### src/rtl/vm_input_conditioner.sv
// vm_input_conditioner
//   Front end for the vending-machine FSM. Each of the 9 raw board inputs passes
//   through a 2-flop synchronizer and a per-channel debouncer. A debounced press
//   (rising edge of the stable level) becomes a one-cycle event. At most one event
//   leaves the block per cycle, chosen by fixed priority.
//
//   Optional feature macro: VM_PENDING_EN
//     defined   : presses that lose arbitration are held in a pend register and
//                 issued later, one per cycle. event_drop flags a re-press of a
//                 channel that is already pending.
//     undefined : presses that lose arbitration are discarded. event_drop flags
//                 the grant cycle whenever more than one press arrived together.
//
// Ports
//   clk          system clock, rising edge
//   reset        synchronous active-high reset
//   raw_moneyin  async coin switches   1000[3] 500[2] 200[1] 100[0]
//   raw_buy      async buy buttons     900[3] 700[2] 500[1] 300[0]
//   raw_refund   async refund button
//   moneyin      one-cycle coin event
//   buy          one-cycle buy event
//   refund       one-cycle refund event
//   event_drop   one-cycle flag, a press was discarded or merged
//   pending      high while undelivered presses are queued (0 without VM_PENDING_EN)
//
// Channel vector layout: [8] refund, [7:4] moneyin[3:0], [3:0] buy[3:0].
// Priority descends from bit 8 to bit 0.

module vm_input_conditioner #(
  parameter int DB_COUNT = 500000,
  parameter int CNT_W    = 19
) (
  input  logic       clk,
  input  logic       reset,
  input  logic [3:0] raw_moneyin,
  input  logic [3:0] raw_buy,
  input  logic       raw_refund,
  output logic [3:0] moneyin,
  output logic [3:0] buy,
  output logic       refund,
  output logic       event_drop,
  output logic       pending
);

  localparam int NCH = 9;
  localparam logic [CNT_W-1:0] CNT_MAX = CNT_W'(DB_COUNT - 1);
  localparam logic [CNT_W-1:0] CNT_ONE = CNT_W'(1);

  logic [NCH-1:0] raw_all;
  assign raw_all = {raw_refund, raw_moneyin, raw_buy};

  logic [NCH-1:0] sync1_q, sync1_d;
  logic [NCH-1:0] sync2_q, sync2_d;
  logic [NCH-1:0] lvl_q, lvl_d;
  logic [NCH-1:0] lvl_dly_q, lvl_dly_d;
  logic [NCH-1:0][CNT_W-1:0] cnt_q, cnt_d;
  logic [NCH-1:0] out_q, out_d;
  logic           drop_q, drop_d;

  logic [NCH-1:0] press;
  logic [NCH-1:0] req;
  logic [NCH-1:0] grant;

  // Synchronizer: straight flop-to-flop, no logic in between.
  always_comb begin
    sync1_d = raw_all;
    sync2_d = sync1_q;
  end

  // Debounce: the count only advances while the synchronized input disagrees
  // with the accepted level, so any return to the level restarts it.
  always_comb begin
    lvl_d = lvl_q;
    cnt_d = '0;
    for (int i = 0; i < NCH; i++) begin
      if (sync2_q[i] != lvl_q[i]) begin
        if (cnt_q[i] == CNT_MAX) begin
          lvl_d[i] = sync2_q[i];
        end else begin
          cnt_d[i] = cnt_q[i] + CNT_ONE;
        end
      end
    end
  end

  // Press is the rising edge of the debounced level; releases are ignored.
  always_comb begin
    lvl_dly_d = lvl_q;
    press     = lvl_q & ~lvl_dly_q;
  end

`ifdef VM_PENDING_EN
  logic [NCH-1:0] pend_q, pend_d;

  assign req = press | pend_q;
`else
  assign req = press;
`endif

  // Fixed-priority grant, highest set bit wins.
  always_comb begin
    logic found;
    grant = '0;
    found = 1'b0;
    for (int i = NCH - 1; i >= 0; i--) begin
      if (req[i] && !found) begin
        grant[i] = 1'b1;
        found    = 1'b1;
      end
    end
  end

  always_comb begin
    out_d = grant;
`ifdef VM_PENDING_EN
    pend_d = req & ~grant;
    // A fresh press on a channel still waiting merges into the pending bit.
    drop_d = |(press & pend_q);
`else
    // More than one simultaneous press: all but the granted one are lost.
    drop_d = |(press & (press - 9'd1));
`endif
  end

  always_ff @(posedge clk) begin
    if (reset) begin
      sync1_q   <= '0;
      sync2_q   <= '0;
      lvl_q     <= '0;
      lvl_dly_q <= '0;
      cnt_q     <= '0;
      out_q     <= '0;
      drop_q    <= 1'b0;
`ifdef VM_PENDING_EN
      pend_q    <= '0;
`endif
    end else begin
      sync1_q   <= sync1_d;
      sync2_q   <= sync2_d;
      lvl_q     <= lvl_d;
      lvl_dly_q <= lvl_dly_d;
      cnt_q     <= cnt_d;
      out_q     <= out_d;
      drop_q    <= drop_d;
`ifdef VM_PENDING_EN
      pend_q    <= pend_d;
`endif
    end
  end

  assign refund     = out_q[8];
  assign moneyin    = out_q[7:4];
  assign buy        = out_q[3:0];
  assign event_drop = drop_q;
`ifdef VM_PENDING_EN
  assign pending    = |pend_q;
`else
  assign pending    = 1'b0;
`endif

endmodule

### config.mk
export PLATFORM = sky130hd
export DESIGN_NAME = vm_input_conditioner
export DESIGN_NICKNAME = d
export VERILOG_FILES = /design/src/rtl/vm_input_conditioner.sv
export SDC_FILE = /design/constraint.sdc
export NUM_CORES = 1
export LEC_CHECK = 0
export CAP_MARGIN = 25
export CORE_ASPECT_RATIO = 1.5
export CORE_MARGIN = 8
export CORE_UTILIZATION = 55
export CTS_BUF_LIST = sky130_fd_sc_hd__clkbuf_16
export CTS_CLUSTER_DIAMETER = 40
export DETAILED_ROUTE_END_ITERATION = 8
export PLACE_DENSITY_LB_ADDON = 0.12
export SLEW_MARGIN = 20
export SYNTH_ARGS = -nofsm -noshare
export SYNTH_HDL_FRONTEND = slang
export SYNTH_SLANG_ARGS = --single-unit
export TNS_END_PERCENT = 10
### constraint.sdc
create_clock -name clk -period 2.4 [get_ports clk]
set_clock_uncertainty 0.15 [all_clocks]
set_input_delay 0.24 -clock clk [delete_from_list [all_inputs] [get_ports clk]]
set_output_delay 0.24 -clock clk [all_outputs]
set_load 0.05 [all_outputs]
======== Word level (Yosys, flattened, before mapping) ========
Cells that the tools add are included.
word-level totals
  register bits after elaboration ......... 217
  bits of input ports ..................... 11
  output and inout port bits .............. 11
  logic and storage cells ................. 114
operators by class
  $add $sub $neg .......................... 10
  equality and inequality tests ........... 18
  muxes and demuxes ....................... 16
  bitwise gates (word level) .............. 12
  reduce and logical (&&, ||, !) cells .... 35
operators by type and width
  cell                   number
  $add 19x1->19 const B  9
  $eq 19x19->1 const B   9
  $reduce_or 3->1        9
  $and 9x9->9            2
  $reduce_and 2->1       9
  $mux 1                 16
  $ne 1x1->1             9
  $not 1->1              9
  $not 9->9              1
  $reduce_or 9->1        1
  $sub 9x1->9 const B    1
  $logic_and 1x1->1      8
  $logic_not 1->1        8

======== Logic depth before layout (Yosys ltp) ========
Gate-level depths: netlist of run 1.
  depth after elaboration ................. 27
  mapped depth ............................ 9
  mapped depth without buffers ............ 6

======== Worst setup path before layout of run 1 ========
Ideal clock, no wire load.
  path type ............................... register to register
  from .................................... register cnt_q[19] (netlist bit)
  to ...................................... register cnt_q[37] (netlist bit)
  library setup time ...................... 0.117 ns
  data arrival time ....................... 1.721 ns
  required time ........................... 2.133 ns
  slack ................................... 0.412 ns
  stages on the path, launching flop included .. 7
  path buffers ............................ 0
  clock period less this slack ............ 1.988 ns
  path through ............................ dfxtp_1 -> ha_1 -> nand3_1 -> nor2_1 -> or4b_2 -> xor2_1 -> nor2_1
between the ends
  longest elaborated chain between the ends .. 2
  elaborated cells on any way between the ends .. 3
  those cells by class .................... add/sub: 1; eq/ne: 1; reduce/logical: 1
ends and longest elaborated chain
  element                                                                RTL line  text
  from (decl)                                                            56        logic [NCH-1:0][CNT_W-1:0] cnt_q, cnt_d;
  from (signal assigned)                                                 142       cnt_q <= cnt_d;
  parallel branches: the longest is 2 deep, another holds $add 19x1->19  -
Parallel ways; which one is timed is not known.
A chain may end at the register's enable or synchronous reset.

======== Worst setup path after layout of run 1 ========
  from .................................... register cnt_q[80] (netlist bit)
  to ...................................... register cnt_q[78] (netlist bit)
between the ends
  longest elaborated chain between the ends .. 2
ends and longest elaborated chain
  element                    RTL line  text
  $eq 19x19->1               77        if (cnt_q[i] == CNT_MAX) begin
  $reduce_or 3->1 (no line)  -
No other way between the ends.

==> results of run 1 <==
==> Yosys cell counts (9+ instances only) <==
cell        n
nor2_1    220
dfxtp_1   217
xor2_1    105
nand3_1    69
nand2_1    59
xnor2_1    56
nand4_1    35
nor2b_1    31
and3_1     22
and4_1     17
inv_1      17
nor3_1     16
nand2b_1   14
buf_2      11
clkbuf_1   11
nor4b_1    11
nor4_1     10
ha_1        9
or2_2       9
==> critical path: cells and delay by family (launching register included) <==
family	cells	cell delay, ns
DFF	1	0.35
and+or+nand+nor	4	1.15
buffers and inverters	2	0.30
==> cells by family (layout without fill, tap and decap cells) <==
group / after synthesis / count (layout) / synth area share, %
adder cells (fa/ha/maj): 10 / 10 / 1.376
AND/OR/NAND/NOR: 534 / 534 / 29.64
flip-flops: 217 / 217 / 48.76
buffers and inverters: 44 / 90 / 2.682
AO/OA/AOI/OAI: 11 / 11 / 0.7723
XOR/XNOR: 161 / 161 / 15.83
multiplexers: 8 / 8 / 0.8988
other: 1 / 1 / 0.04209
==> cell type report <==
class / instances / share of cell area (%)
tap: 206 / 2.581
inverter: 17 / 0.6389
multi-input combinational: 725 / 43.32
clock buffer: 23 / 5.763
sequential: 217 / 43.50
timing repair buffer: 32 / 2.856
clock inverter: 18 / 1.341
==> how the worst min path moves through the flow <==
stage | end | depth (start not counted) | slack [ns]
5_1_grt | sync2_q[1] | 2 | 0.13
3_5_place_dp | sync2_q[6] | 1 | 0.27
2_1_floorplan | sync1_q[0] | 1 | 0.22
4_1_cts | lvl_dly_d[1] | 2 | 0.1
3_3_place_gp | sync2_q[1] | 1 | 0.27
6_report | lvl_dly_d[1] | 2 | 0.09
==> sequential cells by signal, indices dropped and copies added, names as in the netlist <==
| register | flops |
|---|---|
| event_drop | 1 |
| sync2_q | 9 |
| sync1_q | 9 |
| lvl_dly_d | 9 |
| out_q | 9 |
| lvl_dly_q | 9 |
| cnt_q | 171 |
==> through the flow <==
step / total power, mW / setup WS (ns) / std cells
finish: 7.008 / 0.3284 / 1238
global route: 7.289 / 0.1538 / 1238
CTS: 7.112 / 0.3066 / 1238
detailed placement: 3.799 / 0.3156 / 1197
global placement: 3.798 / 0.4134 / 1197
floorplan: 3.777 / 0.4116 / 986
==> power groups by stage <==
stage / Sequential [mW] / Combinational [mW] / Clock [mW]
CTS: 3.63 / 0.0878 / 3.39
global placement: 3.71 / 0.0873 / 0
floorplan: 3.71 / 0.0685 / 0
global route: 3.63 / 0.0965 / 3.56
finish: 3.63 / 0.0858 / 3.29
detailed placement: 3.71 / 0.0877 / 0
==> layer usage <==
metal | global-route usage (%) | routed length, µm | share of wire [%]
met1 | 17.00 | 6831 | 45
met4 | 4.907 | 262 | 1.7
met5 | 0 | 0 | 0
met2 | 27.23 | 7466 | 50
met3 | 2.255 | 456 | 3.0
==> summary.txt, run 1 <==
STA
  • Part of the cycle the worst path needs: 86.31%
  • Post-layout min period: 2.072 ns
  • RSZ-0062 raised after global routing: no
  • Max_slew headroom: 60.55%
  • Min Hold Slack: 0.08655 ns
  • Setup Total Neg Slack: 0 ns
  • Slew Limit Fails: 0
  • Max Fclk: 0.4827 GHz
  • Final hold viol count: 0
  • Worst-Margin Slew: 0.5917 ns
  • Setup violations, final: 0

Die
  • Num ports: 22
  • Core area: 16050 µm²
  • Die ar.: 20610 µm²
  • Die width: 119.9 µm
  • Die height: 171.9 µm
  • Initial Utilization: 55.52%
  • # rows: 57

Global routing
  • Total gr overflow: 0
  • GRT Util Overall: 14.76%
  • Vias in the first global route: 6092
  • Largest net degree at the start of global routing: 34
  • Antenna violations before repair: 0
  • First-pass GRT wire length: 26430 µm

Cells and area
  • ANT cells: 0
  • Layout area overhead: 12.09%
  • Filler cell count: 1420
  • Final core utilization: 62.24%
  • FF/Latch Area: 4344 µm²
  • Commonest non-fill, non-tap cell in the layout: nor2_1
  • Finished Cell Area: 9987 µm²
  • Nets: 1036
  • Most frequent cells in the layout: nor2_1, dfxtp_1, xor2_1, nand3_1, nand2_1
  • Fraction of layout cells with a size suffix above 1: 5.717%
  • Area of the multi-input gates: 4327 µm²

Clocking
  • Clk_lat worst skew: 0.49 ns
  • Sink Count: 217
  • Inserted Clock Buffers: 23
  • Bufs on Longest Clock Path: 3
  • CTS resizes: 0
  • Clock slew at reported path FFs: 0.06 ns
  • # hold bufs at CTS: 0
  • Setup Buffers After CTS: 0
  • Root Buffer: clkbuf_16
  • CTS tree: yes
  • # H-tree levels: 1

Synthesis
  • Post-synth top flop: dfxtp_1
  • Top cell type's share of synthesized area: 48.76%
  • Syn Nets: 1006
  • Synth Warn #: 0
  • Post-synthesis cell count: 986
  • Synth area leader: dfxtp_1
  • Avg Synthesized Cell Area: 9.036 µm²
  • Sequential-to-total area share from yosys stat: 48.76%
  • Synth area leaders: dfxtp_1, xor2_1, nor2_1
  • Ys async rst share: 0%
  • Synth cell types: 41
  • Number of synthesized flops with an enable pin: 0
  • Synth Cell Area: 8910 µm²
  • Yosys reg bits: 217

Routing
  • DR vias/cell: 5.101
  • DRC Markers: 0
  • Detailed Route Iter0 Violations: 275
  • Wirelength per Cell: 12.13 µm
  • Detailed-routing iteration count for the pre-antenna-repair pass: 4
  • Via count: 6315
  • Total Wirelength: 15020 µm
  • Final ANT Viol Nets: 0

Pwr
  • Psw: 1.478 mW
  • Clk pwr share: 47.0%
  • LEAKAGE: 3.321 nW
  • Share of power burned in registers: 51.8%
  • Comb power frac: 1.2%
  • PwrDens: 701.7 nW/µm²
  • Sw Share: 21.08%
  • Internal Power: 5.531 mW
  • Peak VDD IR: 0.6080 mV

Critical path
  • R2R Path End: cnt_q[78]
  • Critical Path AT: 2.30 ns
  • CP max FO: 19
  • Worst EP required: 2.63 ns
  • Crit Path Class: reg2reg
  • Slowest-stage cell, CP: or4b_1
  • Crit path to: cnt_q[78]
  • FF-to-FF Start: cnt_q[80]
  • CP endpoint kind: flip-flop
  • Crit-path cells: inv_1 -> or4b_1 -> nor4_2 -> or3_1 -> buf_4 -> nor2_1
  • Reg2Reg Setup Slack: 0.33 ns
  • CP max stage delay: 0.53 ns
  • Critical path launch point type: flip-flop
  • CP startpoint: cnt_q[80]
  • FF-to-FF path depth: 6

Placed design
  • Dpl hpwl: 10280 µm
  • Post-DP Area: 9278 µm²
  • Routability congestion estimate: 0.7892
  • # port buffers: 20

Flow run
  • Max-cap viol count: 0

Hold path
  • Worst hold start: reset
  • Hold Crit Class: in2reg

Run status
  • Outcome: completed
No activity file was read; power rests on OpenSTA's default activity.
==> run 2: changes to the inputs <==
- DONT_BUFFER_PORTS: default -> 1
==> summary.txt, run 2 (synthesis results as in run 1) <==
STA
  • Max_slew headroom: 61.65%
  • Setup violations, final: 0
  • Worst-Margin Slew: 0.5709 ns
  • Min Hold Slack: 0.2378 ns
  • Post-layout min period: 2.014 ns
  • Slack of the critical path: 0.3861 ns
  • Part of the cycle the worst path needs: 83.91%
  • RSZ-0062 raised after global routing: no
  • Setup Total Neg Slack: 0 ns
  • Max Fclk: 0.4966 GHz
  • Final hold viol count: 0
  • Slew Limit Fails: 0

Clocking
  • Root Buffer: clkbuf_16
  • Bufs on Longest Clock Path: 3
  • Clock slew at reported path FFs: 0.06 ns
  • Clk_lat worst skew: 0.52 ns
  • CTS tree: yes
  • Setup Buffers After CTS: 0
  • Inserted Clock Buffers: 27
  • Sink Count: 217
  • # H-tree levels: 1

Routing
  • Via count: 6407
  • Detailed-routing iteration count for the pre-antenna-repair pass: 4
  • Total Wirelength: 15380 µm
  • Detailed Route Iter0 Violations: 284
  • Wirelength per Cell: 12.43 µm
  • Final ANT Viol Nets: 0
  • DR vias/cell: 5.179
  • DRC Markers: 0

Global routing
  • Vias in the first global route: 6438
  • Total gr overflow: 0
  • First-pass GRT wire length: 28000 µm
  • Largest net degree at the start of global routing: 52
  • Antenna violations before repair: 0
  • GRT Util Overall: 15.63%

Run status
  • Outcome: completed

Critical path
  • Crit Path Class: reg2reg
  • Critical Path AT: 2.26 ns
  • CP max FO: 14
  • Worst EP required: 2.65 ns
  • Critical path launch point type: flip-flop
  • CP endpoint kind: flip-flop

Placed design
  • # port buffers: 0
  • Routability congestion estimate: 0.7452
  • Post-DP Area: 9087 µm²
  • Dpl hpwl: 10250 µm
  • Worst slack, placed: 0.3936 ns

Cells and area
  • Number of flip-flops in the largest register: 171
  • Area of the multi-input gates: 4327 µm²
  • Fraction of layout cells with a size suffix above 1: 6.208%
  • FF/Latch Area: 4344 µm²
  • ANT cells: 0
  • Commonest non-fill, non-tap cell in the layout: nor2_1
  • Layout area overhead: 12.70%
  • Nets: 1031
  • Most frequent cells in the layout: nor2_1, dfxtp_1, xor2_1, nand3_1, nand2_1
  • Top reg by flops: cnt_q
  • Finished Cell Area: 10040 µm²
  • Filler cell count: 1410

Die
  • Die width: 119.9 µm
  • # rows: 57
  • Die height: 171.9 µm
  • Core area: 16050 µm²
  • Initial Utilization: 55.52%
  • Num ports: 22
  • Die ar.: 20610 µm²

Hold path
  • Hold Crit Class: in2reg

Flow run
  • Max-cap viol count: 0

Pwr
  • PwrDens: 736.9 nW/µm²
  • Peak VDD IR: 0.5439 mV
  • LEAKAGE: 3.376 nW
[run 2: cell types whose count changed in the layout (fill, tap and decap cells not counted), sizes merged]
| cell | change |
|---|---|
| buf | -1 |
| bufinv | -1 |
| dlygate4sd3 | +11 |
| clkbuf | +4 |
| clkdlybuf4s50 | -19 |
| clkinvlp | -2 |
| inv | +7 |
[run 2: report_power, final]
| group | switching (mW) | internal, mW |
|---|---|---|
| logic | 0.0499 | 0.0369 |
| clock network | 1.58 | 2.10 |
| registers | 0.0108 | 3.62 |
[run 2: cell type report]
class,instances,area share [%]
flip-flops and latches,217,43.26
repair buffers,23,2.243
clock inverters,22,1.470
multi-input cells,725,43.09
well taps,206,2.567
inverters,17,0.6355
clock buffers,27,6.729
[run 2: worst max-delay path, stage by stage (launching register included)]
cell	delay (ns)
dfxtp_1	0.38
ha_1	0.20
nand3_1	0.17
nor4_1	0.46
or3_1	0.32
buf_12	0.17
nor2_1	0.05
[run 2: metal layers]
metal / global-route usage [%] / routed length, µm
met5: 0 / 0
met4: 5.234 / 255
met3: 3.497 / 699
met2: 28.94 / 7836
met1: 17.22 / 6585
[run 2: final timing paths]
| kind | start | endpoint | slack [ns] | cells after the start |
|---|---|---|---|---|
| setup / recovery | cnt_q[19] | cnt_q[35] | 0.39 | 6 |
| hold / removal | raw_buy[3] | sync1_q[3] | 0.24 | 2 |
| setup reg to reg | cnt_q[19] | cnt_q[35] | 0.39 | 6 |
| hold reg to reg | sync1_q[1] | sync2_q[1] | 0.29 | 1 |
[run 2: through the flow]
step                power, mW  util (%)  cells
floorplan               3.777         -    986
global placement        3.769     56.63   1176
detailed placement      3.770     56.63   1176
CTS                     7.504     62.57   1237
global route            7.671     62.57   1237
finish                  7.400     62.57   1237
[run 2: what timing repair did]
item                                   CTS  global route
hold buffers                            12             0
endpoints found under the hold margin  100             0
resized for setup                        0             0
==> run 3: changes to the inputs <==
- clock period: 2.4 -> 1.65 ns (I/O delays scaled with it)
==> summary.txt, run 3 (synthesis results as in run 1) <==
Run status
  • Outcome: finished with violations
  • Failing checks: negative setup slack

Routing
  • Detailed-routing iteration count for the pre-antenna-repair pass: 4
  • Detailed Route Iter0 Violations: 250
  • DRC Markers: 0
  • DR vias/cell: 5.122
  • Final ANT Viol Nets: 0
  • Total Wirelength: 17390 µm
  • Wirelength per Cell: 12.78 µm
  • Via count: 6971

Critical path
  • R2R Path End: cnt_q[81]
  • FF-to-FF path depth: 6
  • CP endpoint kind: flip-flop
  • Critical Path AT: 2.03 ns
  • Worst EP required: 1.90 ns
  • CP max FO: 19
  • Critical path launch point type: flip-flop
  • FF-to-FF Start: cnt_q[90]
  • Reg2Reg Setup Slack: -0.13 ns
  • CP startpoint: cnt_q[90]
  • Crit Path Class: reg2reg

Clocking
  • Clock slew at reported path FFs: 0.06 ns
  • # H-tree levels: 1
  • Sink Count: 217
  • Inserted Clock Buffers: 27
  • CTS tree: yes
  • Bufs on Longest Clock Path: 3
  • Root Buffer: clkbuf_16
  • Setup Buffers After CTS: 0
  • Clk_lat worst skew: 0.51 ns

STA
  • Slack of the critical path: -0.1289 ns
  • Setup violations, final: 20
  • Post-layout min period: 1.779 ns
  • Final hold viol count: 0
  • RSZ-0062 raised after global routing: yes
  • Max_slew headroom: 62.22%
  • Max Fclk: 0.5621 GHz
  • Worst-Margin Slew: 0.5659 ns
  • Part of the cycle the worst path needs: 107.8%
  • Slew Limit Fails: 0
  • Min Hold Slack: 0.1639 ns

Hold path
  • Worst hold start: raw_buy[1]
  • WHS Endpoint: sync1_q[1]
  • Hold Crit Class: in2reg
  • Hold Crit Depth: 2

Global routing
  • GRT Util Overall: 17.37%
  • Antenna violations before repair: 0
  • Vias in the first global route: 7052
  • First-pass GRT wire length: 30600 µm
  • Total gr overflow: 0
  • Largest net degree at the start of global routing: 52

Die
  • Die width: 119.9 µm
  • Die ar.: 20610 µm²
  • # rows: 57
  • Num ports: 22
  • Die height: 171.9 µm
  • Initial Utilization: 55.52%
  • Core area: 16050 µm²

Cells and area
  • Fraction of layout cells with a size suffix above 1: 21.21%
  • Number of flip-flops in the largest register: 171
  • Commonest non-fill, non-tap cell in the layout: nor2_1
  • ANT cells: 0
  • Nets: 1156
  • Top reg by flops: cnt_q
  • Most frequent cells in the layout: nor2_1, dfxtp_1, buf_4, xor2_1, nand3_1
  • Final core utilization: 71.17%
  • Filler cell count: 1281
  • Layout area overhead: 28.18%

Pwr
  • PwrDens: 966.9 nW/µm²
  • LEAKAGE: 4.177 nW
  • Peak VDD IR: 0.8152 mV

Flow run
  • Max-cap viol count: 0

Placed design
  • Dpl hpwl: 11700 µm
  • Routability congestion estimate: 0.8005
  • # port buffers: 0
## run 3: worst max path at each step
| stage | to | slack (ns) | depth (start not counted) |
|---|---|---|---|
| final | cnt_q[81] | -0.13 | 6 |
| after global routing | lvl_dly_d[4] | -0.27 | 6 |
| after CTS | cnt_q[81] | -0.11 | 6 |
| after detailed placement | cnt_q[107] | -0.09 | 6 |
| after global placement | cnt_q[107] | -0.09 | 6 |
| after floorplan | cnt_q[112] | -0.10 | 7 |
## run 3: worst max-delay path, stage by stage, from the launching register on
cell and delay (ns):
dfxtp_2 0.32, nor4_2 0.25, nand4_1 0.19, nor4_4 0.35, or3_1 0.20, buf_12 0.15
nor2_1 0.06
## run 3: what timing repair did
| action | CTS | global route |
|---|---|---|
| hold buffers | 12 | 0 |
| endpoints found under the setup margin | 83 | 149 |
| pin swaps | 7 | 17 |
| resized for setup | 15 | 39 |
| endpoints found under the hold margin | 155 | 0 |
## run 3: per-layer routing
layer	wire, µm	track usage (%)
met1	7397	19.00
met2	9086	32.57
met3	519	2.941
met4	388	6.870
met5	0	0
## run 3: power breakdown
group	switching, mW	total (mW)	internal (mW)	leakage (nW)
registers	0.0149	5.28	5.27	1.76
clock network	2.26	5.60	3.33	0.423
logic	0.0838	0.163	0.0793	1.99
## run 3: layout make-up
| cell class | count | area, µm² | share of cell area [%] |
|---|---|---|---|
| Clock buffer | 27 | 675.6 | 5.916 |
| Clock inverter | 21 | 185.2 | 1.621 |
| Inverter | 17 | 63.81 | 0.5587 |
| Multi-Input combinational cell | 725 | 4617 | 40.42 |
| Sequential cell | 217 | 4368 | 38.24 |
| Tap cell | 206 | 257.7 | 2.257 |
| Timing Repair Buffer | 148 | 1254 | 10.98 |
## run 3: stage by stage
step | setup TNS, ns | setup slack (ns) | total power [mW] | instance area, µm² | std cells
after floorplan | -7.347 | -0.1011 | 5.499 | 9054 | 986
after global placement | -3.263 | -0.09191 | 5.512 | 10200 | 1301
after detailed placement | -3.971 | -0.09134 | 5.514 | 10200 | 1301
after CTS | -1.947 | -0.1119 | 11.18 | 11250 | 1361
after global routing | -9.160 | -0.2730 | 11.45 | 11420 | 1361
final | -2.301 | -0.1289 | 11.04 | 11420 | 1361
